<file path="src/rtl/pc_unit_if.sv">
// Fetch-stage PC control bundle: redirect requests in, fetch address and RAS status out.
// The pc_unit is the slave; the requesting pipeline logic is the master.
interface pc_unit_if #(
  parameter int XLEN = 32
);
  logic            stall;
  logic            trap;
  logic            jump;
  logic            call;
  logic [XLEN-1:0] jump_addr;
  logic            ret;
  logic            branch;
  logic [XLEN-1:0] branch_off;
  logic [XLEN-1:0] pc;
  logic [XLEN-1:0] pc_next;
  logic            ras_empty;
  logic            ras_full;
  logic            ras_underflow;
  logic            misalign;

  modport master (
    output stall, trap, jump, call, jump_addr, ret, branch, branch_off,
    input  pc, pc_next, ras_empty, ras_full, ras_underflow, misalign
  );

  modport slave (
    input  stall, trap, jump, call, jump_addr, ret, branch, branch_off,
    output pc, pc_next, ras_empty, ras_full, ras_underflow, misalign
  );
endinterface

</file>
<file path="src/rtl/pc_unit.sv">
// Program counter with trap/stall/jump/call/ret/branch redirect and a circular return-address stack.
// Redirects land on pc one edge after the request; pc_next shows them combinationally. Stall holds all state.
module pc_unit #(
  parameter int              XLEN      = 32,
  parameter int              STEP      = 4,
  parameter logic [XLEN-1:0] RESET_VEC = '0,
  parameter logic [XLEN-1:0] TRAP_VEC  = XLEN'(32'h0000_0010),
  parameter int              RAS_DEPTH = 4
) (
  input  logic     clk,
  input  logic     rst_n,
  pc_unit_if.slave bus
);
  localparam int              PW         = $clog2(RAS_DEPTH);
  localparam int              CW         = $clog2(RAS_DEPTH + 1);
  localparam logic [XLEN-1:0] STEP_V     = XLEN'(STEP);
  localparam logic [XLEN-1:0] ALIGN_MASK = XLEN'(STEP - 1);
  localparam logic [CW-1:0]   FULL_CNT   = CW'(RAS_DEPTH);

  logic [XLEN-1:0] pc_q;
  logic [XLEN-1:0] seq_pc;
  logic [XLEN-1:0] nxt_pc;
  logic [XLEN-1:0] ras [RAS_DEPTH];
  logic [PW-1:0]   top;
  logic [PW-1:0]   top_inc;
  logic [CW-1:0]   cnt;
  logic            push;
  logic            pop;
  logic            underflow;
  logic            underflow_q;
  logic            misalign_q;

  assign seq_pc  = pc_q + STEP_V;
  assign top_inc = top + 1'b1;

  // First match wins; a ret on an empty stack falls through to the sequential pc.
  always_comb begin
    nxt_pc    = seq_pc;
    push      = 1'b0;
    pop       = 1'b0;
    underflow = 1'b0;
    if (bus.trap) begin
      nxt_pc = TRAP_VEC;
    end else if (bus.stall) begin
      nxt_pc = pc_q;
    end else if (bus.jump) begin
      nxt_pc = bus.jump_addr;
      push   = bus.call;
    end else if (bus.ret) begin
      if (cnt != '0) begin
        nxt_pc = ras[top];
        pop    = 1'b1;
      end else begin
        underflow = 1'b1;
      end
    end else if (bus.branch) begin
      nxt_pc = pc_q + bus.branch_off;
    end
  end

  always_ff @(posedge clk or negedge rst_n) begin
    if (!rst_n) begin
      pc_q        <= RESET_VEC;
      top         <= '0;
      cnt         <= '0;
      underflow_q <= 1'b0;
      misalign_q  <= |(RESET_VEC & ALIGN_MASK);
      for (int i = 0; i < RAS_DEPTH; i++) begin
        ras[i] <= '0;
      end
    end else begin
      pc_q        <= nxt_pc;
      underflow_q <= underflow;
      misalign_q  <= |(nxt_pc & ALIGN_MASK);
      // When full, the push lands on the oldest slot and the count saturates.
      if (push) begin
        ras[top_inc] <= seq_pc;
        top          <= top_inc;
        if (cnt != FULL_CNT) begin
          cnt <= cnt + 1'b1;
        end
      end else if (pop) begin
        top <= top - 1'b1;
        cnt <= cnt - 1'b1;
      end
    end
  end

  assign bus.pc            = pc_q;
  assign bus.pc_next       = nxt_pc;
  assign bus.ras_empty     = (cnt == '0);
  assign bus.ras_full      = (cnt == FULL_CNT);
  assign bus.ras_underflow = underflow_q;
  assign bus.misalign      = misalign_q;
endmodule

</file>
<file path="src/flat_wrapper.sv">
// flat-port wrapper written by rule: the top's interface ports become plain ports
module pc_unit_flat 
#(
  parameter int              XLEN      = 32,
  parameter int              STEP      = 4,
  parameter logic [XLEN-1:0] RESET_VEC = '0,
  parameter logic [XLEN-1:0] TRAP_VEC  = XLEN'(32'h0000_0010),
  parameter int              RAS_DEPTH = 4
)
  (clk, rst_n, bus_stall, bus_trap, bus_jump, bus_call, bus_jump_addr, bus_ret, bus_branch, bus_branch_off, bus_pc, bus_pc_next, bus_ras_empty, bus_ras_full, bus_ras_underflow, bus_misalign);
  pc_unit_if #(.XLEN(XLEN)) bus_i ();
  input  logic clk;
  input  logic rst_n;
  input wire logic [$bits(bus_i.stall)-1:0] bus_stall;
  input wire logic [$bits(bus_i.trap)-1:0] bus_trap;
  input wire logic [$bits(bus_i.jump)-1:0] bus_jump;
  input wire logic [$bits(bus_i.call)-1:0] bus_call;
  input wire logic [$bits(bus_i.jump_addr)-1:0] bus_jump_addr;
  input wire logic [$bits(bus_i.ret)-1:0] bus_ret;
  input wire logic [$bits(bus_i.branch)-1:0] bus_branch;
  input wire logic [$bits(bus_i.branch_off)-1:0] bus_branch_off;
  output wire logic [$bits(bus_i.pc)-1:0] bus_pc;
  output wire logic [$bits(bus_i.pc_next)-1:0] bus_pc_next;
  output wire logic [$bits(bus_i.ras_empty)-1:0] bus_ras_empty;
  output wire logic [$bits(bus_i.ras_full)-1:0] bus_ras_full;
  output wire logic [$bits(bus_i.ras_underflow)-1:0] bus_ras_underflow;
  output wire logic [$bits(bus_i.misalign)-1:0] bus_misalign;
  assign bus_i.stall = bus_stall;
  assign bus_i.trap = bus_trap;
  assign bus_i.jump = bus_jump;
  assign bus_i.call = bus_call;
  assign bus_i.jump_addr = bus_jump_addr;
  assign bus_i.ret = bus_ret;
  assign bus_i.branch = bus_branch;
  assign bus_i.branch_off = bus_branch_off;
  assign bus_pc = bus_i.pc;
  assign bus_pc_next = bus_i.pc_next;
  assign bus_ras_empty = bus_i.ras_empty;
  assign bus_ras_full = bus_i.ras_full;
  assign bus_ras_underflow = bus_i.ras_underflow;
  assign bus_misalign = bus_i.misalign;
  pc_unit #(.XLEN(XLEN), .STEP(STEP), .RESET_VEC(RESET_VEC), .TRAP_VEC(TRAP_VEC), .RAS_DEPTH(RAS_DEPTH)) u_core (.clk(clk), .rst_n(rst_n), .bus(bus_i));
endmodule
</file>
<file path="config.mk">
export PLATFORM = sky130hd
export DESIGN_NAME = pc_unit_flat
export DESIGN_NICKNAME = d
export VERILOG_FILES = /design/src/rtl/pc_unit_if.sv /design/src/rtl/pc_unit.sv /design/src/flat_wrapper.sv
export SDC_FILE = /design/constraint.sdc
export NUM_CORES = 1
export LEC_CHECK = 0
export ABC_AREA = 1
export BUFFER_PORTS_ARGS = -buffer_cell sky130_fd_sc_hd__buf_4
export CORE_MARGIN = 2
export CORE_UTILIZATION = 54
export DETAILED_ROUTE_END_ITERATION = 6
export PLACE_DENSITY = 0.78
export SKIP_CTS_REPAIR_TIMING = 1
export SLEW_MARGIN = 20
export SYNTH_ARGS = -nofsm -noshare
export SYNTH_HDL_FRONTEND = slang
export SYNTH_SLANG_ARGS = --single-unit
</file>
<file path="constraint.sdc">
create_clock -name clk -period 2.2 [get_ports clk]
set_clock_uncertainty 0.15 [all_clocks]
set_input_delay 0 -clock clk [delete_from_list [all_inputs] [get_ports clk]]
set_output_delay 0 -clock clk [all_outputs]
set_load 0.02 [all_outputs]
</file>
==> results.sh, run 1 <==
export IMPL_place_hpwl_um=29900
export IMPL_hold_violations=0
export IMPL_setup_ws_ps=-798
export IMPL_cts_max_level=4
export IMPL_post_drt_wl_per_cell_um=21.2
export IMPL_gp_congestion=0.979
export IMPL_drc=0
export IMPL_setup_violations=67
export IMPL_internal_power_mw=8.64
export IMPL_placed_cells=2211
export IMPL_seqPwrFrac=0.306
export IMPL_regToRegEndpoint="u_core.bus.pc[30]"
export IMPL_fin_util=0.826
export IMPL_cts_sinks=167
export IMPL_cts_made_buffers=17
export IMPL_fin_area_um2=17300
export IMPL_synth_top_family_by_area="simple AND/OR/NAND/NOR gates"
export IMPL_max_slew_margin=0.563
export IMPL_coreArea_um2=20900
export IMPL_synthAdderAreaFrac=0.0431
export IMPL_dieArea_um2=22300
export IMPL_drive_gt1_frac=0.363
export IMPL_end_kind="primary output"
export IMPL_crit_family="simple AND/OR/NAND/NOR gates"
export IMPL_io_pins=140
export IMPL_maxCapViolCount=0
export IMPL_p_sw_frac=0.427
export IMPL_status="finished, violations left"
export IMPL_grt_pass1_wl_um=62600
export IMPL_period_needed_ps=3000
export IMPL_reg2regPathDepth=13
export IMPL_power_frac_comb=0.470
export IMPL_num_rows=53
export IMPL_syn_avg_cell_area_um2=6.73
export IMPL_timing_hold_ws_ps=9.23
export IMPL_synth_xor_area_share=0.0176
export IMPL_post_place_ws_ps=-243
export IMPL_ir_worst_vdd_mv=0.577
export IMPL_p_per_area_nw_per_um2=874
export IMPL_cp_depth=13
export IMPL_p_sw_mw=6.44
export IMPL_antenna_found_initial=2
export IMPL_cts_root_buf="clkbuf_16"
export IMPL_yosysTopAreaCellShare=0.367
export IMPL_port_buffer_count=139
export IMPL_yosysSeqAreaShare=0.367
export IMPL_yosys_area_share_simple=0.288
export IMPL_worstMarginPinSlew_ps=654
export IMPL_yosysWarningCount=0
export IMPL_synth_distinct_cells=44
export IMPL_grt_overflow=0
export IMPL_path_common_cell="nand2_2"
export IMPL_crit_type="flip-flop to primary output"
export IMPL_synth_edff_count=0
export IMPL_p_leak_nw=8.37
export IMPL_via_count=14300
export IMPL_fillCellCount=1269
export IMPL_min_path_type="primary input to flip-flop"
export IMPL_cpMaxStageDelayCell="dfrtp_1"
export IMPL_initial_core_util=0.545
export IMPL_worstSkewPairLatency_ps=450
export IMPL_synth_most_common_cell="nand2_1"
export IMPL_clockPowerShare=0.224
export IMPL_dr_pass1_iters=7
export IMPL_wirelength_um=49500
export IMPL_cts_tree="built"
export IMPL_worstSetupEndpoint="bus_pc_next[30]"
export IMPL_nets=2157
export IMPL_antenna_cells=0
export IMPL_r2r_start="u_core.bus.pc[17]"
export IMPL_syn_nets=1803
export IMPL_die_w_um=149
export IMPL_crit_start="u_core.bus.pc[17]"
export IMPL_synth_cells=1693
export IMPL_synth_seq_cells=167
export IMPL_crit_chain="ha_4, nand2_1, buf_4, nor2_2, nand2_1, nor2_1, nand2_2, nand3_1, nand3_2, nand2_2, nand2_2, a21oi_4, buf_6"
export IMPL_max_freq_mhz=334
export IMPL_cts_clk_slew_worst_paths_ps=90
export IMPL_synth_ff_type="dfrtp_1"
export IMPL_yosys_mux_area_fraction=0.00297
export IMPL_dpl_cell_area_um2=14100
export IMPL_violations="negative setup slack"
export IMPL_final_period_utilization=1.36
export IMPL_critical_path_peak_fanout=4
export IMPL_synth_compound_area_share=0.192
export IMPL_final_antenna_net_count=0
export IMPL_area_delta_synth_final_pct=51.5
export IMPL_critPathLaunchType="flip-flop"
export IMPL_viasPerCell=6.13
export IMPL_crit_buf_inv=2
export IMPL_cts_max_path_buffers=2
export IMPL_r2r_setup_slack_ps=-410
export IMPL_grt_pass1_vias=11800
export IMPL_cp_arrival_ps=2850
export IMPL_synth_area_leaders="dfrtp_1 37%, nand2_1 17%, o21ai_0 11%, inv_1 5.7%, nor2_1 4.8%"
export IMPL_rsz0062_at_grt="yes"
export IMPL_grt_max_degree=73
export IMPL_critPathMaxStageDelay_ps=450
export IMPL_synth_commonest_cells="511 x nand2_1, 239 x o21ai_0, 174 x inv_1"
export IMPL_die_h_um=149
export IMPL_yosys_area_top_type="dfrtp_1"
export IMPL_final_max_slew_violation_count=0
export IMPL_required_ps=2050
export IMPL_synth_area_um2=11400
export IMPL_async_flop_share=1.00
export IMPL_drtIter0Drc=1931
export IMPL_instances_no_fill=2335
export IMPL_grt_use_total=0.364
-- worst min-delay path, delay by kind of cell --
kind	cells	cell delay, ps
buf+inv	1	80
xor+xnor	1	160
simple gates	3	320
-- state kept, by name, summed over array words and instances, names as in the netlist --
| signal | count |
|---|---|
| u_core.top | 2 |
| u_core.bus.ras_underflow | 1 |
| u_core.bus.pc | 32 |
| u_core.bus.misalign | 1 |
| u_core.cnt | 3 |
| u_core.ras | 128 |
-- worst min-delay path by stage --
stage	start	end	cells after the start	slack [ps]
5_1_grt	bus_trap	u_core.cnt[0]	5	40
2_1_floorplan	rst_n	u_core.bus.misalign	0	-450
6_report	bus_stall	u_core.cnt[0]	5	9
3_5_place_dp	rst_n	u_core.ras[96]	1	-230
4_1_cts	rst_n	u_core.ras[96]	1	-700
3_3_place_gp	rst_n	u_core.ras[96]	1	-230
-- cell families (layout without fill, tap and decap cells) --
family | count (synthesis) | after routing
xor gates and xnor gates | 22 | 22
DFF | 167 | 167
AOI/OAI and AO/OA | 406 | 406
buffers and inverters | 260 | 627
muxes | 3 | 3
adders and majority gates | 38 | 38
and+or+nand+nor | 797 | 797
-- metrics by stage --
step,power [mW],setup TNS [ps]
floorplan,7.86,-16.1
global placement,9.90,-3460
detailed placement,10.1,-5080
CTS,13.5,-20620
global route,15.8,-30260
finish,15.1,-25950
-- power by group through the flow --
stage                     registers (mW)  logic, mW  clock network (mW)
after detailed placement            4.56       5.55                   0
after global placement              4.51       5.39                   0
after CTS                           4.52       5.61                3.33
final                               4.61       7.09                3.37
after global routing                4.69       7.60                3.48
after floorplan                     4.54       3.32                   0
-- cells in the final DEF, fill, tap and decap left out, types with 37 or more instances in the layout --
cell type,count
dlygate4sd3_1,37
inv_1,163
nand2_1,400
buf_6,43
buf_4,318
nor2_1,113
nand2_2,93
o21ai_0,222
a21oi_1,63
dfrtp_1,160
nand3_1,64
-- per-layer routing --
| metal | global-route usage | part of all wire | vias to the layer above |
|---|---|---|---|
| li1 | - | - | 6197 |
| met1 | 0.514 | 0.36 | 6636 |
| met2 | 0.579 | 0.45 | 1164 |
| met3 | 0.0532 | 0.12 | 321 |
| met4 | 0.117 | 0.059 | 4 |
| met5 | 0 | 0.00046 | - |
-- cell type report --
| cell class | instances | area (um2) | area share |
|---|---|---|---|
| multi-input cells | 1266 | 7870 | 0.456 |
| inverters | 183 | 703 | 0.0408 |
| well taps | 275 | 344 | 0.0199 |
| flip-flops and latches | 167 | 4190 | 0.243 |
| clock inverters | 15 | 220 | 0.0128 |
| repair buffers | 412 | 3500 | 0.203 |
| clock buffers | 17 | 425 | 0.0247 |
Note: power is estimated with default switching activity, not from simulation.
==> run 2, diff against run 1 <==
Settings changed: CELL_PAD_IN_SITES_DETAIL_PLACEMENT from default to 0, CELL_PAD_IN_SITES_GLOBAL_PLACEMENT from default to 1, CORE_UTILIZATION 54 to 38, PLACE_DENSITY 0.78 to default, PLACE_DENSITY_LB_ADDON from default to 0.1.
==> results.sh, run 2 (synthesis results as in run 1) <==
export IMPL_crit_type="flip-flop to primary output"
export IMPL_place_hpwl_um=32900
export IMPL_reg2regPathDepth=20
export IMPL_cts_tree="built"
export IMPL_via_count=12700
export IMPL_grt_overflow=0
export IMPL_io_pins=140
export IMPL_cts_root_buf="clkbuf_16"
export IMPL_hold_violations=0
export IMPL_port_buffer_count=139
export IMPL_r2r_setup_slack_ps=-530
export IMPL_cp_arrival_ps=2670
export IMPL_finalSetupTns_ps=-17090
export IMPL_ir_worst_vdd_mv=0.591
export IMPL_regToRegEndpoint="u_core.bus.pc[21]"
export IMPL_wirelength_um=45100
export IMPL_fin_total_pwr_mw=14.5
export IMPL_coreArea_um2=29600
export IMPL_timing_hold_ws_ps=4.94
export IMPL_max_slew_margin=0.642
export IMPL_grt_pass1_vias=11900
export IMPL_rsz0062_at_grt="yes"
export IMPL_cts_max_path_buffers=2
export IMPL_final_cell_mix="403 x nand2_1, 318 x buf_4, 219 x o21ai_0"
export IMPL_cts_clk_slew_worst_paths_ps=70
export IMPL_critPathLaunchType="flip-flop"
export IMPL_min_path_type="primary input to flip-flop"
export IMPL_min_path_cells=3
export IMPL_num_rows=63
export IMPL_cts_max_level=4
export IMPL_setup_ws_ps=-615
export IMPL_p_leak_nw=8.37
export IMPL_die_h_um=177
export IMPL_cts_made_buffers=17
export IMPL_violations="negative setup slack"
export IMPL_dpl_cell_area_um2=14600
export IMPL_area_delta_synth_final_pct=53.2
export IMPL_cts_sinks=167
export IMPL_fin_area_um2=17400
export IMPL_fin_util=0.590
export IMPL_final_max_slew_violation_count=0
export IMPL_hp_start="bus_jump"
export IMPL_drc=0
export IMPL_grt_pass1_wl_um=67000
export IMPL_nets=2170
export IMPL_period_needed_ps=2820
export IMPL_worstSkewPairLatency_ps=460
export IMPL_grt_use_total=0.280
export IMPL_r2r_start="u_core.bus.pc[8]"
export IMPL_gp_congestion=0.923
export IMPL_die_w_um=177
export IMPL_antenna_cells=0
export IMPL_final_antenna_net_count=0
export IMPL_maxCapViolCount=0
export IMPL_max_freq_mhz=355
export IMPL_antenna_found_initial=1
export IMPL_p_per_area_nw_per_um2=829
export IMPL_drive_gt1_frac=0.361
export IMPL_end_kind="primary output"
export IMPL_dr_pass1_iters=5
export IMPL_critical_path_peak_fanout=4
export IMPL_regMostFlops="u_core.ras"
export IMPL_worst_hold_path_endpoint="u_core.bus.pc[10]"
export IMPL_final_period_utilization=1.28
export IMPL_drtIter0Drc=1056
export IMPL_status="finished, violations left"
export IMPL_required_ps=2050
export IMPL_grt_max_degree=60
export IMPL_worstMarginPinSlew_ps=537
export IMPL_setup_violations=48
export IMPL_initial_core_util=0.385
export IMPL_post_drt_wl_per_cell_um=18.3
export IMPL_layout_commonest_cell="nand2_1"
export IMPL_viasPerCell=5.17
export IMPL_largest_reg_flops=128
export IMPL_dieArea_um2=31400
## run 2: changes by cell type in the layout (fill, tap and decap cells not counted), moves of 4 or more
| cell | before | now |
|---|---|---|
| a21oi_2 | 31 | 25 |
| buf_12 | 12 | 19 |
| clkinv_4 | 0 | 4 |
| clkinv_8 | 4 | 0 |
| dlygate4sd3_1 | 37 | 41 |
| nand2_4 | 31 | 27 |
| nor2_1 | 113 | 106 |
| nor2_2 | 19 | 29 |
| o21ai_1 | 20 | 24 |
## run 2: layer usage
metal	track usage	part of all wire	wire (um)	up-vias
li1	-	-	-	6256
met1	0.410	0.48	21500	6065
met2	0.435	0.45	20400	352
met3	0.0397	0.050	2250	61
met4	0.0616	0.019	873	0
met5	0	0	0	-
## run 2: cell type report
| class | instances | area (um2) |
|---|---|---|
| clock buffers | 20 | 447 |
| flip-flops and latches | 167 | 4190 |
| repair buffers | 425 | 3740 |
| well taps | 390 | 488 |
| inverters | 183 | 696 |
| multi-input cells | 1266 | 7760 |
| clock inverters | 11 | 115 |
| fillers | 2797 | 12100 |
## run 2: report_power, final
part	internal, mW	switching (mW)	leakage (nW)	total [mW]
Clock	1.61	1.41	0.273	3.02
Combinational	2.92	3.95	5.90	6.87
Sequential	4.00	0.565	2.21	4.57
Total	8.53	5.93	8.37	14.5
## run 2: stage by stage
stage	std cells	setup WS, ps
global route	2462	-712
CTS	2385	-888
global placement	2354	-423
detailed placement	2354	-380
floorplan	1693	-16.1
finish	2462	-615
## run 2: how the worst max path moves through the flow
| stage | startpoint | endpoint | slack, ps | cells after the start |
|---|---|---|---|---|
| after floorplan | u_core.bus.pc[0] | u_core.bus.pc[24] | -20 | 15 |
| after global placement | u_core.bus.pc[2] | bus_pc_next[21] | -420 | 15 |
| after detailed placement | u_core.bus.pc[6] | bus_pc_next[21] | -380 | 13 |
| after CTS | u_core.bus.pc[6] | bus_pc_next[21] | -890 | 13 |
| after global routing | u_core.bus.pc[0] | bus_pc_next[24] | -710 | 16 |
| final | u_core.bus.pc[0] | bus_pc_next[30] | -620 | 14 |
## run 2: worst max-delay path, stage by stage, from the launching register on
cell and delay [ps]:
dfrtp_1 410, ha_4 180, fa_2 390, nand2_1 100, nand3_2 110, nand2_2 120, nand2_4 90, nand2_2 80
nand2_1 50, nand2_1 70, nand3_2 100, nand2_1 90, nand2_1 90, a21oi_4 200, buf_6 140
